`config.mk`:
```
export PLATFORM = sky130hd
export DESIGN_NAME = regfile_scoreboard
export DESIGN_NICKNAME = d
export VERILOG_FILES = /design/src/rtl/regfile_scoreboard.sv
export SDC_FILE = /design/constraint.sdc
export NUM_CORES = 1
export LEC_CHECK = 0
export BUFFER_PORTS_ARGS = -buffer_cell sky130_fd_sc_hd__clkbuf_2
export CORE_UTILIZATION = 30
export DETAILED_ROUTE_END_ITERATION = 10
export GPL_ROUTABILITY_DRIVEN = 0
export PLACE_DENSITY = 0.49
export SLEW_MARGIN = 20
export SYNTH_ARGS = -nofsm -noshare
export SYNTH_HDL_FRONTEND = slang
export SYNTH_SLANG_ARGS = --single-unit
export TNS_END_PERCENT = 10
```
`constraint.sdc`:
```
create_clock -name i_clk -period 4.6 [get_ports i_clk]
set_clock_uncertainty 0.1 [all_clocks]
set_input_delay 0.92 -clock i_clk [delete_from_list [all_inputs] [get_ports i_clk]]
set_output_delay 0.92 -clock i_clk [all_outputs]
set_load 0.1 [all_outputs]
```
`src/rtl/regfile_scoreboard.sv`:
```
// Register file with NUM_RD read ports, one write port, r0 hardwired to zero, and a per-register busy scoreboard.
// After reset, a sweep clears one entry per cycle. Define RF_WRITE_BYPASS_EN to forward a same-cycle write to the reads.
module regfile_scoreboard #(
   parameter int DATA_WIDTH = 32,
   parameter int ADDR_WIDTH = 5,
   parameter int NUM_RD     = 2
) (
   input  logic                         i_clk,
   input  logic                         i_reset,
   output logic                         o_ready,
   input  logic [NUM_RD*ADDR_WIDTH-1:0] i_rd_addr,
   output logic [NUM_RD*DATA_WIDTH-1:0] o_rd_data,
   output logic [NUM_RD-1:0]            o_rd_busy,
   input  logic                         i_wr_en,
   input  logic [ADDR_WIDTH-1:0]        i_wr_addr,
   input  logic [DATA_WIDTH-1:0]        i_wr_data,
   input  logic                         i_iss_en,
   input  logic [ADDR_WIDTH-1:0]        i_iss_addr
);

   localparam int DEPTH = 2**ADDR_WIDTH;
   localparam logic [ADDR_WIDTH-1:0] LAST_IDX = '1;

   typedef enum logic {S_CLEAR, S_READY} state_t;

   state_t                  r_state;
   state_t                  w_state_nxt;
   logic [ADDR_WIDTH-1:0]   r_clr_idx;
   logic [DATA_WIDTH-1:0]   r_rf [DEPTH];
   logic [DEPTH-1:0]        r_busy;
   logic                    w_wr_ok;
   logic                    w_iss_ok;

   assign w_wr_ok  = (r_state == S_READY) && i_wr_en  && (i_wr_addr  != '0);
   assign w_iss_ok = (r_state == S_READY) && i_iss_en && (i_iss_addr != '0);
   assign o_ready  = (r_state == S_READY);

   always_ff @(posedge i_clk) begin
      if (i_reset) begin
         r_state   <= S_CLEAR;
         r_clr_idx <= ADDR_WIDTH'(1);
      end else begin
         r_state <= w_state_nxt;
         if (r_state == S_CLEAR)
            r_clr_idx <= r_clr_idx + ADDR_WIDTH'(1);
      end
   end

   always_comb begin
      w_state_nxt = r_state;
      case (r_state)
         S_CLEAR: if (r_clr_idx == LAST_IDX) w_state_nxt = S_READY;
         S_READY: w_state_nxt = S_READY;
         default: w_state_nxt = S_CLEAR;
      endcase
   end

   // Storage has no reset; the sweep zeroes it one entry per cycle instead.
   always_ff @(posedge i_clk) begin
      if (!i_reset) begin
         if (r_state == S_CLEAR)
            r_rf[r_clr_idx] <= '0;
         else if (w_wr_ok)
            r_rf[i_wr_addr] <= i_wr_data;
      end
   end

   // The issue is applied last, so it wins over a same-address write-back.
   always_ff @(posedge i_clk) begin
      if (i_reset) begin
         r_busy <= '0;
      end else begin
         if (w_wr_ok)
            r_busy[i_wr_addr] <= 1'b0;
         if (w_iss_ok)
            r_busy[i_iss_addr] <= 1'b1;
      end
   end

   for (genvar p = 0; p < NUM_RD; p++) begin : g_rd
      logic [ADDR_WIDTH-1:0] w_addr;
      logic                  w_live;
      logic                  w_hit;

      assign w_addr = i_rd_addr[p*ADDR_WIDTH +: ADDR_WIDTH];
      assign w_live = (r_state == S_READY) && (w_addr != '0);
`ifdef RF_WRITE_BYPASS_EN
      assign w_hit  = w_wr_ok && (i_wr_addr == w_addr);
`else
      assign w_hit  = 1'b0;
`endif
      assign o_rd_data[p*DATA_WIDTH +: DATA_WIDTH] = !w_live ? '0 :
                                                     w_hit   ? i_wr_data : r_rf[w_addr];
      assign o_rd_busy[p] = w_live && !w_hit && r_busy[w_addr];
   end

endmodule

```
# After elaboration in Yosys (flattened, before gate mapping)
# Memory sizes are Yosys's and may differ from the RTL's.
# Cells that the tools add are included.
# W data, S select, Z words.
# classes
order_cmp	6
addsub	1
bitwise_logic	4
n_mux	25
n_reduce_logical	15
eq_ne	1
# op_table
op	count
$mux W32	6
$and A32 B32 Y32	1
$not A32 Y32	1
$or A32 B32 Y32	1
$reduce_or A32 Y1	1
$lt A5 B6 Y1 const B	4
$reduce_bool A5 Y1	4
$mux W1	13
$bmux W1 S5	2
$demux W1 S5	2
$ge A5 B1 Y1 const B	2
$logic_and A1 B1 Y1	10
$add A5 B1 Y5 const B	1
$eq A5 B5 Y1 const B	1
$mux W5	1
$pmux W1 S2	1
$not A1 Y1	1
# totals
out_inout_bits	67
ff_bits	38
ram_bits	1024
wordCells	56
n_memories	1
inputBits	56
# mem_list
name	depth	word_bits	rd	rd_ports_with_merged_regs	wr	line	source
r_rf	32	32	2	0	1	29	logic [DATA_WIDTH-1:0] r_rf [DEPTH];

# Depth between registers and ports, before layout
# Gate-level depths: netlist of the first run.
# depth
ltp_word	10
mapped_depth	8

# Worst setup path after synthesis of the first run
# Ideal clock, no wire load.
# synth_path
kind	register -> register
start	register r_state (netlist: o_ready)
end	memory r_rf[22][0], enable pin
arrival_ns	4.449
stages_incl_launch_ff	7
setup_time_ns	0.461
period_less_slack_ns	5.010
t_required_ns	4.039
slack_ns	-0.410
cell_sequence	dfxtp_1 -> buf_2 -> nand2_1 -> a211oi_4 -> buf_6 -> mux2_4 -> nor3_1
# synth_between
elab_chain_cells	8
elab_cells_between_ends	12
classes_between	mux: 9; reduce/logical: 3
# synth_rtl
element	line	source
start, declared	26	state_t r_state;
start signal, assigned	43	r_state <= w_state_nxt;
$logic_and A1 B1 Y1 (2 in series)	34	assign w_wr_ok = (r_state == S_READY) && i_wr_en && (i_wr_addr != '0);
$mux W1	63	else if (w_wr_ok)
$mux W1	61	if (r_state == S_CLEAR)
$mux W1	60	if (!i_reset) begin
$mux W1 (not written as such)	64	r_rf[i_wr_addr] <= i_wr_data;
$reduce_or A32 Y1 (no source line)	n/a	
$mux W5 (no source line) or $mux W1 (tied branches)	n/a	
end, declared	29	
# Several ways; a longest one is shown, not always the timed one.

# Worst setup path in the final report of the first run
# layout_path
start	input i_rd_addr[6]
end	output o_rd_data[37]
# layout_between
elab_chain_cells	3
elab_cells_between_ends	4
classes_between	mux: 1; reduce/logical: 2; memory: 1
# layout_rtl
element	line	source
start, declared	11	input logic [NUM_RD*ADDR_WIDTH-1:0] i_rd_addr,
branches (longest 2 deep; another with $mem_v2 Z32 W32)	n/a	
$mux W32 *	92	assign o_rd_data[p*DATA_WIDTH +: DATA_WIDTH] = !w_live ? '0 :
end, declared	12	output logic [NUM_RD*DATA_WIDTH-1:0] o_rd_data,
# Every way passes the cells marked *.

==> results of run 1 <==
-- where the power goes --
group | switching [mW] | leakage [nW] | internal (mW)
Combinational | 0.795 | 8.54 | 0.518
Clock | 3.86 | 1.77 | 5.22
Sequential | 0.0467 | 8.32 | 10.6
-- registers in the layout, indices dropped and copies added (netlist names) --
| register | flops |
|---|---|
| o_ready | 1 |
| r_busy | 32 |
| r_rf | 1024 |
| r_clr_idx | 5 |
-- cell families after synthesis --
family,count (synthesis)
xor gates and xnor gates,2
muxes,809
and+or+nand+nor,477
AOI/OAI and AO/OA,465
buffers and inverters,246
DFF,1062
adders and majority gates,2
-- worst paths after layout --
path	start	to	slack, ns	depth (start not counted)
setup / recovery	i_rd_addr[6]	o_rd_data[37]	0.20	7
hold / removal	r_busy[0]	r_busy[0]	0.39	1
setup reg to reg	o_ready	r_rf[6][5]	1.22	5
hold reg to reg	r_busy[0]	r_busy[0]	0.39	1
-- Yosys cell counts (3+ instances only) --
master,count,area [sq um]
dfxtp_1,38,761
buf_4,31,233
nor2_1,25,93.8
nor2b_1,24,150
nand2b_1,4,25.0
buf_2,94,470
and3_1,4,25.0
o21ai_0,31,155
nand3_1,140,701
a22o_1,62,543
clkbuf_4,3,22.5
nor2_2,4,25.0
a22oi_1,270,2030
nor3b_1,4,30.0
a31oi_1,62,388
edfxtp_1,1024,30700
mux4_2,258,5810
buf_1,6,22.5
mux2i_1,544,5450
a21oi_1,31,155
nand4_1,69,432
and2_1,39,244
mux2i_2,4,55.1
and4b_1,3,30.0
buf_6,37,417
nor3_1,34,170
clkbuf_1,73,274
nand2_1,111,417
-- layout make-up --
class | instances | area [sq um] | share of cell area
multi-input cells | 1755 | 17600 | 0.295
clock buffers | 139 | 2980 | 0.0499
clock inverters | 63 | 616 | 0.0103
well taps | 2189 | 2740 | 0.0459
repair buffers | 364 | 4200 | 0.0705
flip-flops and latches | 1062 | 31500 | 0.529
-- metal layers --
metal | wire (microns) | vias to the layer above | GRT usage
met1 | 75600 | 17000 | 0.279
li1 | - | 13200 | -
met3 | 11500 | 329 | 0.0300
met4 | 6780 | 0 | 0.0808
met2 | 88400 | 1401 | 0.354
met5 | 0 | - | 0
-- worst max-delay path: cells and delay by family --
kind / cells / cell delay [ns]
multiplexers: 1 / 0.37
AND/OR/NAND/NOR: 1 / 0.33
AO/OA/AOI/OAI: 2 / 0.63
buffers and inverters: 3 / 1.04
==> impl_metrics.env, run 1 <==
export IMPL_status="finished clean"
export IMPL_maxSlewHeadroom=0.327
export IMPL_synth_compound_area_share=0.0668
export IMPL_synth_flop_cell="edfxtp_1"
export IMPL_power_mw=21.0
export IMPL_grt_pass1_vias=32300
export IMPL_ys_ff_latch=1062
export IMPL_firstDrtPassIters=6
export IMPL_areaGrowthSynthToFinish_pct=18.8
export IMPL_clock_sinks=1062
export IMPL_wl_per_cell_microns=32.7
export IMPL_p_leak_nw=18.6
export IMPL_netlist_area_sq_um=50200
export IMPL_drt_iter0_markers=3588
export IMPL_power_density_nw_per_um2=352
export IMPL_worstPathArrival_ns=3.38
export IMPL_dieArea_sq_um=169000
export IMPL_placedCellCount=5370
export IMPL_crit_type="in2out"
export IMPL_clk_pin_slew_ns=0.06
export IMPL_viasPerCell=5.72
export IMPL_synth_warnings=0
export IMPL_path_max_fanout=30
export IMPL_cts_repair_resized=3
export IMPL_postCtsSetupRepairBufs=0
export IMPL_synth_xor_area_share=0.000349
export IMPL_cts_root_buf="clkbuf_16"
export IMPL_tns_ns=0
export IMPL_drtAntennaViolNets=0
export IMPL_synth_edf_count=1024
export IMPL_cts_tree="yes"
export IMPL_hold_class="reg2reg"
export IMPL_drive_above_1_share=0.254
export IMPL_synthArstFlopShare=0
export IMPL_port_buffers=122
export IMPL_final_cell_mix="edfxtp_1, mux2i_1, a22oi_1, mux4_2, buf_4"
export IMPL_cpPeakStageDelay_ns=0.48
export IMPL_post_route_util=0.360
export IMPL_drc=0
export IMPL_dieHeight_microns=411
export IMPL_fin_cells=5572
export IMPL_worst_ir_drop_vdd_mv=0.270
export IMPL_finalHoldViolCount=0
export IMPL_ioPinCount=123
export IMPL_grt_usage=0.212
export IMPL_netlist_instances=3063
export IMPL_ys_seq_area_frac=0.628
export IMPL_timing_final_ws_setup_ns=0.196
export IMPL_synthesis_nets=3121
export IMPL_whs_ns=0.393
export IMPL_start_util=0.303
export IMPL_path_cells="buf_8 -> buf_4 -> mux4_2 -> a22o_1 -> a31oi_1 -> nand4_1 -> buf_12"
export IMPL_slew_viol_final=0
export IMPL_pre_cts_ws_ns=0.211
export IMPL_overflow=0
export IMPL_cp_start_kind="input port"
export IMPL_yosys_area_share_simple=0.0498
export IMPL_cts_path_max_buffers=3
export IMPL_die_width_microns=411
export IMPL_fmax_mhz=227
export IMPL_cts_buffers=110
export IMPL_antenna_found_initial=5
export IMPL_layout_nets=3351
export IMPL_yosys_mux_area_fraction=0.226
export IMPL_ys_types=53
export IMPL_drt_total_wl_microns=182000
export IMPL_grt_first_pass_wirelength_microns=253000
export IMPL_final_common_cell="edfxtp_1"
export IMPL_cts_hold_buf=0
export IMPL_crit_path_end_kind="output pin"
export IMPL_n_fill_cell=15600
export IMPL_rsz0062_at_grt="no"
export IMPL_synth_top_family_by_area="multiplexers"
export IMPL_slowest_stage="buf_4"
export IMPL_syn_avg_cell_area_sq_um=16.4
export IMPL_post_dp_hpwl_microns=113000
export IMPL_cp_required_ns=3.58
export IMPL_grt_max_degree=60
export IMPL_antenna_cells=0
export IMPL_place_area_sq_um=56000
export IMPL_synth_fa_ha_area_frac=0.000498
export IMPL_finalSetupViolCount=0
export IMPL_vias=31900
export IMPL_worst_pin_slew_ns=1.00
export IMPL_clk_latency_ns=0.73
export IMPL_rows=149
export IMPL_coreArea_sq_um=166000
export IMPL_stdcell_area_sq_um=59600
export IMPL_period_share=0.957
export IMPL_htree_levels=3
export IMPL_fin_crit_ns=4.40
export IMPL_maxCapViolCount=0
No activity file was read; power rests on OpenSTA's default activity.
==> run 2: changes to the inputs <==
BUFFER_PORTS_ARGS = -buffer_cell sky130_fd_sc_hd__buf_4   (was -buffer_cell sky130_fd_sc_hd__clkbuf_2)
CORE_ASPECT_RATIO = 1.75   (was not set)
==> impl_metrics.env, run 2 (synthesized netlist as in run 1, its figures left out) <==
export IMPL_status="finished clean"
export IMPL_clk_latency_ns=0.70
export IMPL_cts_hold_buf=0
export IMPL_postCtsSetupRepairBufs=0
export IMPL_cts_buffers=109
export IMPL_regMostFlops="r_rf"
export IMPL_die_width_microns=311
export IMPL_reg2reg_depth=5
export IMPL_dr_wl_met2_microns=101000
export IMPL_largest_registers="r_rf: 1024 flops, r_busy: 32 flops, r_clr_idx: 5 flops"
export IMPL_viasPerCell=5.79
export IMPL_maxSlewHeadroom=0.290
export IMPL_overflow=0
export IMPL_final_cell_mix="edfxtp_1, mux2i_1, a22oi_1, buf_4, mux4_2"
export IMPL_cp_required_ns=3.58
export IMPL_worstPathArrival_ns=3.48
export IMPL_worst_pin_slew_ns=1.07
export IMPL_r2r_start="o_ready"
export IMPL_crit_path_end_kind="output pin"
export IMPL_dieHeight_microns=543
export IMPL_grt_pass1_vias=33500
export IMPL_wl_met3_microns=10000
export IMPL_p_leak_nw=18.3
export IMPL_stdcell_area_sq_um=58900
export IMPL_clk_pin_slew_ns=0.06
export IMPL_reg2reg_slack_ns=0.80
export IMPL_areaGrowthSynthToFinish_pct=17.2
export IMPL_maxCapViolCount=0
export IMPL_ioPinCount=123
export IMPL_wl_per_cell_microns=34.7
export IMPL_hold_depth=1
export IMPL_hold_path_startpoint="r_busy[0]"
export IMPL_post_route_util=0.354
export IMPL_fin_crit_ns=4.50
export IMPL_final_common_cell="edfxtp_1"
export IMPL_reg2reg_to="r_rf[2][15]"
export IMPL_power_density_nw_per_um2=352
export IMPL_drive_above_1_share=0.246
export IMPL_finalSetupViolCount=0
export IMPL_port_buffers=122
export IMPL_antenna_found_initial=1
export IMPL_firstDrtPassIters=6
export IMPL_grt_max_degree=55
export IMPL_drt_total_wl_microns=193000
export IMPL_fmax_mhz=222
export IMPL_holdPathEnd="r_busy[0]"
export IMPL_htree_levels=3
export IMPL_post_dp_hpwl_microns=116000
export IMPL_path_max_fanout=19
export IMPL_layout_nets=3330
export IMPL_slew_viol_final=0
export IMPL_power_mw=20.7
export IMPL_drc=0
export IMPL_cts_path_max_buffers=3
export IMPL_n_fill_cell=15800
export IMPL_largest_register_ffs=1024
export IMPL_cts_repair_resized=0
export IMPL_hold_class="reg2reg"
export IMPL_start_util=0.302
export IMPL_coreArea_sq_um=166000
export IMPL_place_area_sq_um=55400
export IMPL_finalHoldViolCount=0
export IMPL_rsz0062_at_grt="no"
export IMPL_drt_iter0_markers=2994
export IMPL_cts_tree="yes"
export IMPL_rows=198
export IMPL_dieArea_sq_um=169000
export IMPL_cts_root_buf="clkbuf_16"
export IMPL_grt_first_pass_wirelength_microns=263000
export IMPL_routed_top_layer="met4"
export IMPL_clock_sinks=1062
export IMPL_period_share=0.978
export IMPL_crit_type="reg2out"
export IMPL_tns_ns=0
export IMPL_drtAntennaViolNets=0
export IMPL_grt_usage=0.224
export IMPL_worst_ir_drop_vdd_mv=0.299
export IMPL_wl_met1_microns=74300
export IMPL_cp_start_kind="flip-flop"
export IMPL_vias=32200
run 2: how the worst max path moves through the flow:
stage	slack, ns	end	start	cells past startpoint
global route	0.02	o_rd_data[52]	o_ready	6
CTS	0.04	o_rd_data[52]	o_ready	6
global placement	0.23	o_rd_data[8]	i_rd_addr[1]	8
finish	0.1	o_rd_data[43]	o_ready	6
floorplan	-0.41	r_rf[22][0]	o_ready	6
detailed placement	0.24	o_rd_data[8]	i_rd_addr[1]	8
run 2: layout make-up:
class / count / area [sq um] / share of cell area
clock inverters: 48 / 473 / 0.00804
repair buffers: 344 / 3550 / 0.0604
clock buffers: 150 / 3000 / 0.0510
flip-flops and latches: 1062 / 31500 / 0.535
multi-input cells: 1755 / 17600 / 0.298
diodes: 2 / 5.00 / 0.0000850
well taps: 2200 / 2750 / 0.0468
run 2: power by group:
group	internal, mW	total [mW]	switching (mW)
Clock	4.94	8.79	3.84
Combinational	0.527	1.35	0.822
Sequential	10.6	10.6	0.0478
Total	16.0	20.7	4.71
run 2: metal layers:
layer / vias to the layer above / global-route usage
li1: 13100 / -
met1: 17400 / 0.266
met2: 1364 / 0.409
met3: 400 / 0.0251
met4: 0 / 0.0912
met5: - / 0
run 2: stage by stage:
stage / setup WS (ns) / instances / hold slack, ns
floorplan: -0.410 / 3063 / 0.351
global placement: 0.234 / 5361 / 0.371
detailed placement: 0.243 / 5361 / 0.373
CTS: 0.0440 / 5559 / 0.358
global route: 0.0152 / 5560 / 0.404
finish: 0.0994 / 5561 / 0.384
run 2: worst max-delay path: stages, from the launching register on:
cell and delay [ns]:
dfxtp_1 0.78, and4b_2 0.74, buf_4 0.27, a22o_1 0.27
a31oi_1 0.09, nand4_1 0.23, buf_4 0.36
